$ cat config.mk
export PLATFORM = sky130hd
export DESIGN_NAME = pp_deinterleaver_ctrl
export DESIGN_NICKNAME = d
export VERILOG_FILES = /design/src/rtl/pp_deinterleaver_ctrl.sv
export SDC_FILE = /design/constraint.sdc
export NUM_CORES = 1
export LEC_CHECK = 0
export BUFFER_PORTS_ARGS = -buffer_cell sky130_fd_sc_hd__buf_2
export CORE_MARGIN = 2
export CORE_UTILIZATION = 60
export DETAILED_ROUTE_END_ITERATION = 10
export PLACE_DENSITY = 0.76
export SYNTH_ARGS = -nofsm -noshare
export SYNTH_HDL_FRONTEND = slang
export SYNTH_SLANG_ARGS = --single-unit
export TNS_END_PERCENT = 1
$ cat constraint.sdc
create_clock -name clk -period 3.45 [get_ports clk]
set_input_delay 0.345 -clock clk [delete_from_list [all_inputs] [get_ports clk]]
set_output_delay 0.345 -clock clk [all_outputs]
set_load 0.01 [all_outputs]
$ cat src/rtl/pp_deinterleaver_ctrl.sv
`default_nettype none
// ============================================================================
// Module   : pp_deinterleaver_ctrl
// Purpose  : Receive-side ping-pong block deinterleaver. Incoming hard bits
//            are written into one of two NCBPS-bit banks at permuted
//            addresses; each completed bank is drained in natural order.
// Revision : 1.0 - initial release
// ============================================================================
module pp_deinterleaver_ctrl #(
    parameter int NCBPS = 192,
    parameter int D     = 16
) (
    input  logic clk,
    input  logic resetN,
    input  logic flush,
    input  logic valid_in,
    input  logic data_in,
    output logic ready_out,
    output logic valid_out,
    output logic data_out,
    input  logic ready_in
);

    localparam int              AW      = $clog2(NCBPS);
    localparam logic [AW-1:0]   C_LAST  = AW'(NCBPS - 1);
    localparam logic [AW:0]     C_D     = (AW + 1)'(D);
    localparam logic [AW:0]     C_N     = (AW + 1)'(NCBPS);
    localparam logic [AW:0]     C_NM1   = (AW + 1)'(NCBPS - 1);

    typedef enum logic [1:0] {
        S_INIT  = 2'd0,
        S_RUN   = 2'd1,
        S_FLUSH = 2'd2
    } state_t;

    state_t            r_state;
    logic              r_ready_out;
    logic              r_valid_out;
    logic              r_wsel;
    logic              r_rsel;
    logic [1:0]        r_full;
    logic [AW-1:0]     r_wcnt;
    logic [AW-1:0]     r_rcnt;
    logic [AW-1:0]     r_waddr;
    logic [NCBPS-1:0]  r_bank [0:1];

    logic              w_flush;
    logic              w_wr;
    logic              w_rd;
    logic              w_wwrap;
    logic              w_rwrap;
    logic [1:0]        w_full_nxt;
    logic              w_wsel_nxt;
    logic              w_rsel_nxt;
    logic [AW:0]       w_wsum;
    logic [AW:0]       w_waddr_wide;
    logic [AW-1:0]     w_waddr_nxt;

    // flush only acts in RUN; it wins over any same-cycle transfer
    assign w_flush = (r_state == S_RUN) && flush;
    assign w_wr    = valid_in && r_ready_out;
    assign w_rd    = r_valid_out && ready_in;
    assign w_wwrap = w_wr && (r_wcnt == C_LAST);
    assign w_rwrap = w_rd && (r_rcnt == C_LAST);

    // Incremental permuted address: step by D, fold back by NCBPS-1 on overflow
    assign w_wsum       = {1'b0, r_waddr} + C_D;
    assign w_waddr_wide = (w_wsum >= C_N) ? (w_wsum - C_NM1) : w_wsum;
    assign w_waddr_nxt  = w_waddr_wide[AW-1:0];

    // Next bank-status: write wrap fills one bank while read wrap frees the other
    always_comb begin
        w_full_nxt = r_full;
        w_wsel_nxt = r_wsel;
        w_rsel_nxt = r_rsel;
        if (w_flush) begin
            w_full_nxt = 2'b00;
            w_wsel_nxt = 1'b0;
            w_rsel_nxt = 1'b0;
        end else begin
            if (w_wwrap) begin
                w_full_nxt[r_wsel] = 1'b1;
                w_wsel_nxt         = ~r_wsel;
            end
            if (w_rwrap) begin
                w_full_nxt[r_rsel] = 1'b0;
                w_rsel_nxt         = ~r_rsel;
            end
        end
    end

    // Control FSM with registered handshake outputs derived from next bank status
    always_ff @(posedge clk or negedge resetN) begin
        if (!resetN) begin
            r_state     <= S_INIT;
            r_ready_out <= 1'b0;
            r_valid_out <= 1'b0;
        end else begin
            case (r_state)
                S_INIT: begin
                    r_state     <= S_RUN;
                    r_ready_out <= !w_full_nxt[w_wsel_nxt];
                    r_valid_out <= w_full_nxt[w_rsel_nxt];
                end
                S_RUN: begin
                    if (flush) begin
                        r_state     <= S_FLUSH;
                        r_ready_out <= 1'b0;
                        r_valid_out <= 1'b0;
                    end else begin
                        r_ready_out <= !w_full_nxt[w_wsel_nxt];
                        r_valid_out <= w_full_nxt[w_rsel_nxt];
                    end
                end
                S_FLUSH: begin
                    r_state     <= S_RUN;
                    r_ready_out <= !w_full_nxt[w_wsel_nxt];
                    r_valid_out <= w_full_nxt[w_rsel_nxt];
                end
                default: begin
                    r_state     <= S_INIT;
                    r_ready_out <= 1'b0;
                    r_valid_out <= 1'b0;
                end
            endcase
        end
    end

    // Bank selects, full flags, and write/read counters
    always_ff @(posedge clk or negedge resetN) begin
        if (!resetN) begin
            r_full  <= 2'b00;
            r_wsel  <= 1'b0;
            r_rsel  <= 1'b0;
            r_wcnt  <= '0;
            r_rcnt  <= '0;
            r_waddr <= '0;
        end else begin
            r_full <= w_full_nxt;
            r_wsel <= w_wsel_nxt;
            r_rsel <= w_rsel_nxt;
            if (w_flush) begin
                r_wcnt  <= '0;
                r_rcnt  <= '0;
                r_waddr <= '0;
            end else begin
                if (w_wr) begin
                    if (w_wwrap) begin
                        r_wcnt  <= '0;
                        r_waddr <= '0;
                    end else begin
                        r_wcnt  <= r_wcnt + 1'b1;
                        r_waddr <= w_waddr_nxt;
                    end
                end
                if (w_rd) begin
                    r_rcnt <= w_rwrap ? '0 : (r_rcnt + 1'b1);
                end
            end
        end
    end

    // Bank storage; contents need no reset
    always_ff @(posedge clk) begin
        if (w_wr && !w_flush) begin
            r_bank[r_wsel][r_waddr] <= data_in;
        end
    end

    assign ready_out = r_ready_out;
    assign valid_out = r_valid_out;
    // Gate with valid so data_out reads 0 whenever no bank is being drained
    assign data_out  = r_valid_out & r_bank[r_rsel][r_rcnt];

endmodule
`default_nettype wire

==> results of run 1 <==
[per-layer routing]
| metal | GRT usage | vias up | routed length (µm) |
|---|---|---|---|
| met4 | 0.0965 | 0 | 1820 |
| li1 | - | 5028 | - |
| met1 | 0.381 | 5927 | 17300 |
| met5 | 0 | - | 0 |
| met2 | 0.438 | 620 | 21200 |
| met3 | 0.0377 | 116 | 3840 |
[cell usage in the layout, fill, tap and decap left out, types with 8 or more instances in the layout]
cell         n
xnor2_1      8
ha_1        10
a21oi_1     14
nor3_1      14
clkbuf_16   45
clkbuf_1    10
mux4_2      60
nor2b_1     12
a221oi_2     8
nor2_1     417
clkinv_1     9
mux4_1      23
dfrtp_1     30
o21ai_0     22
inv_1       12
mux2i_1     43
nand3_1     37
edfxtp_1   384
buf_4       39
nand2_1     52
[state kept, by name, indices dropped and copies added, names as in the netlist]
| name | cells |
|---|---|
| r_bank | 384 |
| r_full | 2 |
| r_rcnt | 8 |
| r_rsel | 1 |
| r_state | 2 |
| r_waddr | 8 |
| r_wcnt | 8 |
| r_wsel | 1 |
| ready_out | 1 |
| valid_out | 1 |
[what timing repair did]
item,CTS,global route
buffers inserted,11,4
hold buffers,1,0
endpoints found under the setup margin,1,1
gates resized for setup,29,16
endpoints found under the hold margin,32,0
cloned,2,0
pin swaps,7,4
[power breakdown]
group | internal [mW] | switching [mW]
clock network | 2.68 | 1.82
logic | 0.134 | 0.391
registers | 5.55 | 0.0540
total | 8.37 | 2.27
[worst max path at each step]
stage / slack [ns] / startpoint / end / cells past startpoint
after floorplan: 0.88 / r_rcnt[0]$_DFFE_PN0P_ / data_out / 10
after global placement: 0.20 / r_rsel$_DFF_PN0_ / data_out / 9
after detailed placement: 0.21 / r_rsel$_DFF_PN0_ / data_out / 9
after CTS: -0.08 / r_rsel$_DFF_PN0_ / data_out / 11
after global routing: -0.16 / r_rsel$_DFF_PN0_ / data_out / 10
final: -0.12 / r_rcnt[0]$_DFFE_PN0P_ / data_out / 9
[cell type report]
class,count,area [µm²]
Multi-Input combinational cell,826,5870
Sequential cell,416,12300
Tap cell,396,495
Clock inverter,18,154
Inverter,12,45.0
Fill cell,2063,9860
Clock buffer,59,1220
Timing Repair Buffer,66,684
[stage by stage]
| stage | instances | instance area (µm²) | hold slack (ns) | util |
|---|---|---|---|---|
| CTS | 1789 | 20700 | 0.113 | 0.676 |
| global route | 1793 | 20800 | 0.160 | 0.679 |
| floorplan | 1364 | 18800 | 0.0494 | - |
| finish | 1793 | 20800 | 0.117 | 0.679 |
| global placement | 1698 | 19100 | 0.451 | 0.623 |
| detailed placement | 1698 | 19100 | 0.452 | 0.623 |
[cell families after synthesis]
group,synth area share
xor gates and xnor gates,0.00514
and+or+nand+nor,0.126
adders and majority gates,0.00667
AOI/OAI and AO/OA,0.0405
buffers and inverters,0.0342
DFF,0.658
muxes,0.130
==> metrics.md, run 1 <==
| Metric | Value |
|---|---|
| Outcome | `complete, but fails checks` |
| Failing checks | `negative setup slack` |
| Slew Limit Fails | `0` |
| Synth top area share | `0.615` |
| Detailed Route WL | `around 44000 µm` |
| Cell Rows | `64` |
| Final Hold Viols | `0` |
| Share of post-route cells with drive strength above 1 | `0.157` |
| VDD IR-drop max | `about 0.42 mV` |
| Worst Hold Depth | `2` |
| Leak pwr | `6.34 nW` |
| Via count | `about 12000` |
| Syn Nets | `~1400` |
| Gr usage total | `0.271` |
| DP Worst Slack | `approximately 0.21 ns` |
| Fmax | `280 MHz` |
| Antenna cells | `0` |
| CTS sink count | `approximately 420` |
| Post-synth top cells | `nor2_1 (420), edfxtp_1 (384), clkbuf_1 (80), mux4_2 (53), nand2_1 (52)` |
| Worst path cell trace | `buf_4 -> buf_12 -> mux4_2 -> mux2i_1 -> nor2_1 -> a2111oi_2 -> o32a_1 -> o22ai_2 -> buf_2` |
| Post-detail-place hpwl | `26200 µm` |
| Crit path max fanout | `37` |
| Fin crit share | `1.03` |
| Crit Path Category | `flop to primary output` |
| Reg2reg setup slack | `about 0.4 ns` |
| P&R area growth vs syn | `11.0%` |
| Setup violators final | `1` |
| Clk_skew | `between 0.01 and 0.015 ns` |
| Pwr Total | `around 11 mW` |
| First-pass GRT wire length | `66800 µm` |
| I/O Pins | `9` |
| CP Capture Type | `primary output` |
| Asr flop ratio synth | `0.0769` |
| Max incr delay on CP | `roughly 0.53 ns` |
| Drt first-iter violations | `1567` |
| Reg2reg path depth | `6` |
| Post-Syn Area per Cell | `around 14 µm²` |
| Largest cells by area after synthesis | `edfxtp_1 (61%), nor2_1 (8.4%), mux4_2 (6.4%)` |
| Max Root-Sink Buffers | `3` |
| Hold path startpoint | `flush` |
| Delay-heaviest family, CP | `multiplexers` |
| TritonCTS buffer count | `42` |
| Grt ovf | `0` |
| WP data arrival | `3.22 ns` |
| Die height | `181 µm` |
| CTS clk-pin slew, worst paths | `around 0.060 ns` |
| EDFF count, synth | `~380` |
| Register bit count reported by yosys | `roughly 420` |
| Relative slew slack | `0.387` |
| Placer congestion estimate | `between 0.8 and 0.9` |
| Area leader, netlist | `edfxtp_1` |
| Clk Latency, worst-skew pair | `0.53 ns` |
| Dominant synthesized flop cell | `edfxtp_1` |
| Tmin final | `between 3 and 4 ns` |
| Yosys cell types | `between 60 and 70` |
| PD cells | `slightly above 500 mW/mm²` |
| CTS root buffer | `clkbuf_16` |
| Mapped Area | `0.0188 mm²` |
| Port Buffers | `8` |
| Worst Hold Endpoint | `r_state[0]$_DFFE_PN0P_` |
| Final #Nets | `around 1400` |
| DRT antenna net count | `0` |
| Vias in the first global route | `11200` |
| Critical path buffers and inverters | `3` |
| CP Data Required Time | `around 3.1 ns` |
| Setup slack after layout | `-0.116 ns` |
| Worst min-delay path class | `primary input to flop` |
| Synthesized instance count | `~1400` |
| Count leader, synth | `nor2_1` |
| Worst Tran Pin Value | `0.920 ns` |
| Wire length per cell | `24.6 µm` |
| Sequential area share after synthesis | `0.658` |
| Worst path slowest cell | `mux4_2` |
| H-tree level count | `2` |
| Largest net degree at the start of global routing | `163` |
| Core Area | `between 0.03 and 0.04 mm²` |
| First-pass iteration count of the detailed router | `6` |
| Initial antenna violation count | `0` |
| Vias/cell | `~6.5` |
| Post-route DRC violation count | `0` |
| TritonCTS clock tree | `built` |
| Die Area | `0.0327 mm²` |
| DIE WIDTH | `approximately 180 µm` |
| Total of max-cap violations | `0` |
| R2r endpoint | `r_bank[0][100]$_DFFE_PP_` |
| Setup crit start kind | `flop` |
| Worst r2r src | `r_state[0]$_DFFE_PN0P_` |
| Initial Util | `0.611` |
| Synthesis Warnings | `0` |
| Fin Setup TNS | `-0.116 ns` |
| RSZ-0062 raised after global routing | `yes` |
Note: power is estimated with default switching activity, not from simulation.
==> run 2, diff against run 1 <==
MAX_ROUTING_LAYER = met4   (was default)
RECOVER_POWER = 25   (was default)
==> run 2 against run 1 <==
The run ends with max-capacitance violations, max-slew violations, negative setup slack left. Combinational power down 1%. Sequential power about the same. Die area unchanged. Global-route usage up 0.86 points. Power about the same. Critical path depth unchanged. Worst setup slack better by 0.00079 ns. Design area about the same. Highest routed layer unchanged.
==> metrics.md, run 2 (synthesis gave the netlist of run 1 again) <==
| Metric | Value |
|---|---|
| Fin Setup TNS | `-0.115 ns` |
| Share of post-route cells with drive strength above 1 | `0.157` |
| Worst min-delay path class | `primary input to flop` |
| Setup violators final | `1` |
| DR WL met3 | `about 3900 µm` |
| Via count | `approximately 12000` |
| Initial antenna violation count | `0` |
| Worst r2r src | `r_state[0]$_DFFE_PN0P_` |
| Delay-heaviest family, CP | `multiplexers` |
| Max Root-Sink Buffers | `3` |
| Post-route DRC violation count | `0` |
| Crit path depth | `9` |
| Biggest register | `r_bank` |
| CTS clk-pin slew, worst paths | `roughly 0.060 ns` |
| Sw power | `between 2 and 2.5 mW` |
| Largest register FFs | `384` |
| # placed instances | `around 1700` |
| Final Hold Viols | `0` |
| H-tree level count | `2` |
| I/O Pins | `9` |
| Grt ovf | `0` |
| VDD IR-drop max | `0.424 mV` |
| Reg2reg setup slack | `0.17 ns` |
| Clk pwr share | `0.424` |
| Launch point of the critical path | `r_rsel$_DFF_PN0_` |
| Setup crit start kind | `flop` |
| Tmin final | `around 3.6 ns` |
| Antenna cells | `0` |
| DRT antenna net count | `0` |
| Wire length per cell | `24.6 µm` |
| Slew Limit Fails | `194` |
| Clk_skew | `0.0159 ns` |
| Gr usage total | `0.279` |
| Die Area | `0.0327 mm²` |
| Failing checks | `max-capacitance violations, max-slew violations, negative setup slack` |
| Sequential power share | `0.527` |
| Net Sw Frac | `0.214` |
| TritonCTS buffer count | `42` |
| Drt first-iter violations | `around 1600` |
| Relative slew slack | `-0.887` |
| Commonest cells after routing, fill and taps aside | `nor2_1 (417), edfxtp_1 (384), mux4_2 (61)` |
| CP Capture Type | `primary output` |
| Vias/cell | `about 6.5` |
| Max incr delay on CP | `between 0.5 and 0.6 ns` |
| Fin crit share | `1.03` |
| Worst path slowest cell | `mux4_2` |
| TritonCTS clock tree | `built` |
| Total of max-cap violations | `2` |
| Design Area, Final | `0.0208 mm²` |
| DR WL met2 | `around 21000 µm` |
| Reg2reg path depth | `6` |
| P&R area growth vs syn | `10.9%` |
| Clk Latency, worst-skew pair | `about 0.54 ns` |
| WP data arrival | `roughly 3.2 ns` |
| Die height | `181 µm` |
| Placer congestion estimate | `around 0.86` |
| Crit path capture | `data_out` |
| First-pass iteration count of the detailed router | `7` |
| CTS root buffer | `clkbuf_16` |
| Vias in the first global route | `approximately 11000` |
| Final #Nets | `~1400` |
| RSZ-0062 raised after global routing | `yes` |
| CP Data Required Time | `around 3.1 ns` |
| Non-Filler Instances | `1793` |
| Critical path buffers and inverters | `3` |
| DIE WIDTH | `around 180 µm` |
| Tightest hold margin | `~0.11 ns` |
| Leak pwr | `around 6.3 nW` |
| Highest routed layer | `met4` |
| CTS sink count | `roughly 420` |
| Largest net degree at the start of global routing | `roughly 160` |
| Setup slack after layout | `-0.115 ns` |
| Detailed Route WL | `between 40000 and 50000 µm` |
| Outcome | `complete, but fails checks` |
| First-pass GRT wire length | `between 60000 and 70000 µm` |
| Cell Rows | `64` |
| Core Area | `about 0.03 mm²` |
| Logic gate share of total power | `0.049` |
| Internal power | `about 8.4 mW` |
| Post-detail-place hpwl | `~26000 µm` |
| Fmax | `280 MHz` |
| Crit Path Category | `flop to primary output` |
| Initial Util | `0.611` |
| Pwr Total | `10.6 mW` |
| Worst path cell trace | `buf_8 -> buf_4 -> mux4_2 -> mux2i_1 -> o21ai_0 -> nor4_2 -> o32a_1 -> o22ai_2 -> buf_2` |
| R2r endpoint | `r_bank[0][37]$_DFFE_PP_` |
| PD cells | `about 510 mW/mm²` |
| WL met1 | `around 17000 µm` |
| Port Buffers | `8` |
| Worst Tran Pin Value | `2.83 ns` |
| Crit path max fanout | `7` |
| Cell Area, Placed | `between 0.015 and 0.02 mm²` |
| Most common cell after layout, fill and taps aside | `nor2_1` |
[run 2: final cells by class]
class | instances | area [µm²]
Clock inverter | 18 | 154
Inverter | 12 | 45.0
Fill cell | 2065 | 9870
Sequential cell | 416 | 12300
Multi-Input combinational cell | 826 | 5870
Clock buffer | 59 | 1220
Tap cell | 396 | 495
Timing Repair Buffer | 66 | 674
[run 2: how the worst min path moves through the flow]
| stage | cells after the start | end | slack (ns) | from |
|---|---|---|---|---|
| 2_1_floorplan | 0 | r_full[0]$_DFF_PN0_ | 0.05 | resetN |
| 3_3_place_gp | 1 | r_wsel$_DFF_PN0_ | 0.45 | resetN |
| 3_5_place_dp | 1 | r_wsel$_DFF_PN0_ | 0.45 | resetN |
| 4_1_cts | 2 | r_state[0]$_DFFE_PN0P_ | 0.11 | flush |
| 5_1_grt | 2 | r_state[0]$_DFFE_PN0P_ | 0.16 | flush |
| 6_report | 2 | r_state[0]$_DFFE_PN0P_ | 0.11 | flush |
[run 2: power by group through the flow]
| stage | clock network, mW | registers (mW) | logic (mW) |
|---|---|---|---|
| CTS | 4.54 | 5.60 | 0.512 |
| floorplan | 0 | 5.69 | 0.317 |
| global route | 4.75 | 5.62 | 0.570 |
| global placement | 0 | 5.71 | 0.494 |
| finish | 4.51 | 5.61 | 0.519 |
| detailed placement | 0 | 5.71 | 0.508 |
[run 2: metrics by stage]
step / worst slack, ns / util
floorplan: 0.884 / -
global placement: 0.200 / 0.623
detailed placement: 0.206 / 0.623
CTS: -0.0814 / 0.676
global route: -0.157 / 0.678
finish: -0.115 / 0.678
[run 2: timing repair]
action | in CTS | in global routing
setup buffers | 11 | 4
endpoints found under the hold margin | 32 | 0
gates cloned | 2 | 0
resized for setup | 29 | 17
hold buffers | 1 | 0
endpoints found under the setup margin | 1 | 1
pin swaps | 7 | 4
[run 2: metal layers]
metal | vias to the layer above | global-route usage
li1 | 5021 | -
met1 | 5865 | 0.382
met2 | 641 | 0.439
met3 | 127 | 0.0367
met4 | 0 | 0.0961
met5 | - | -
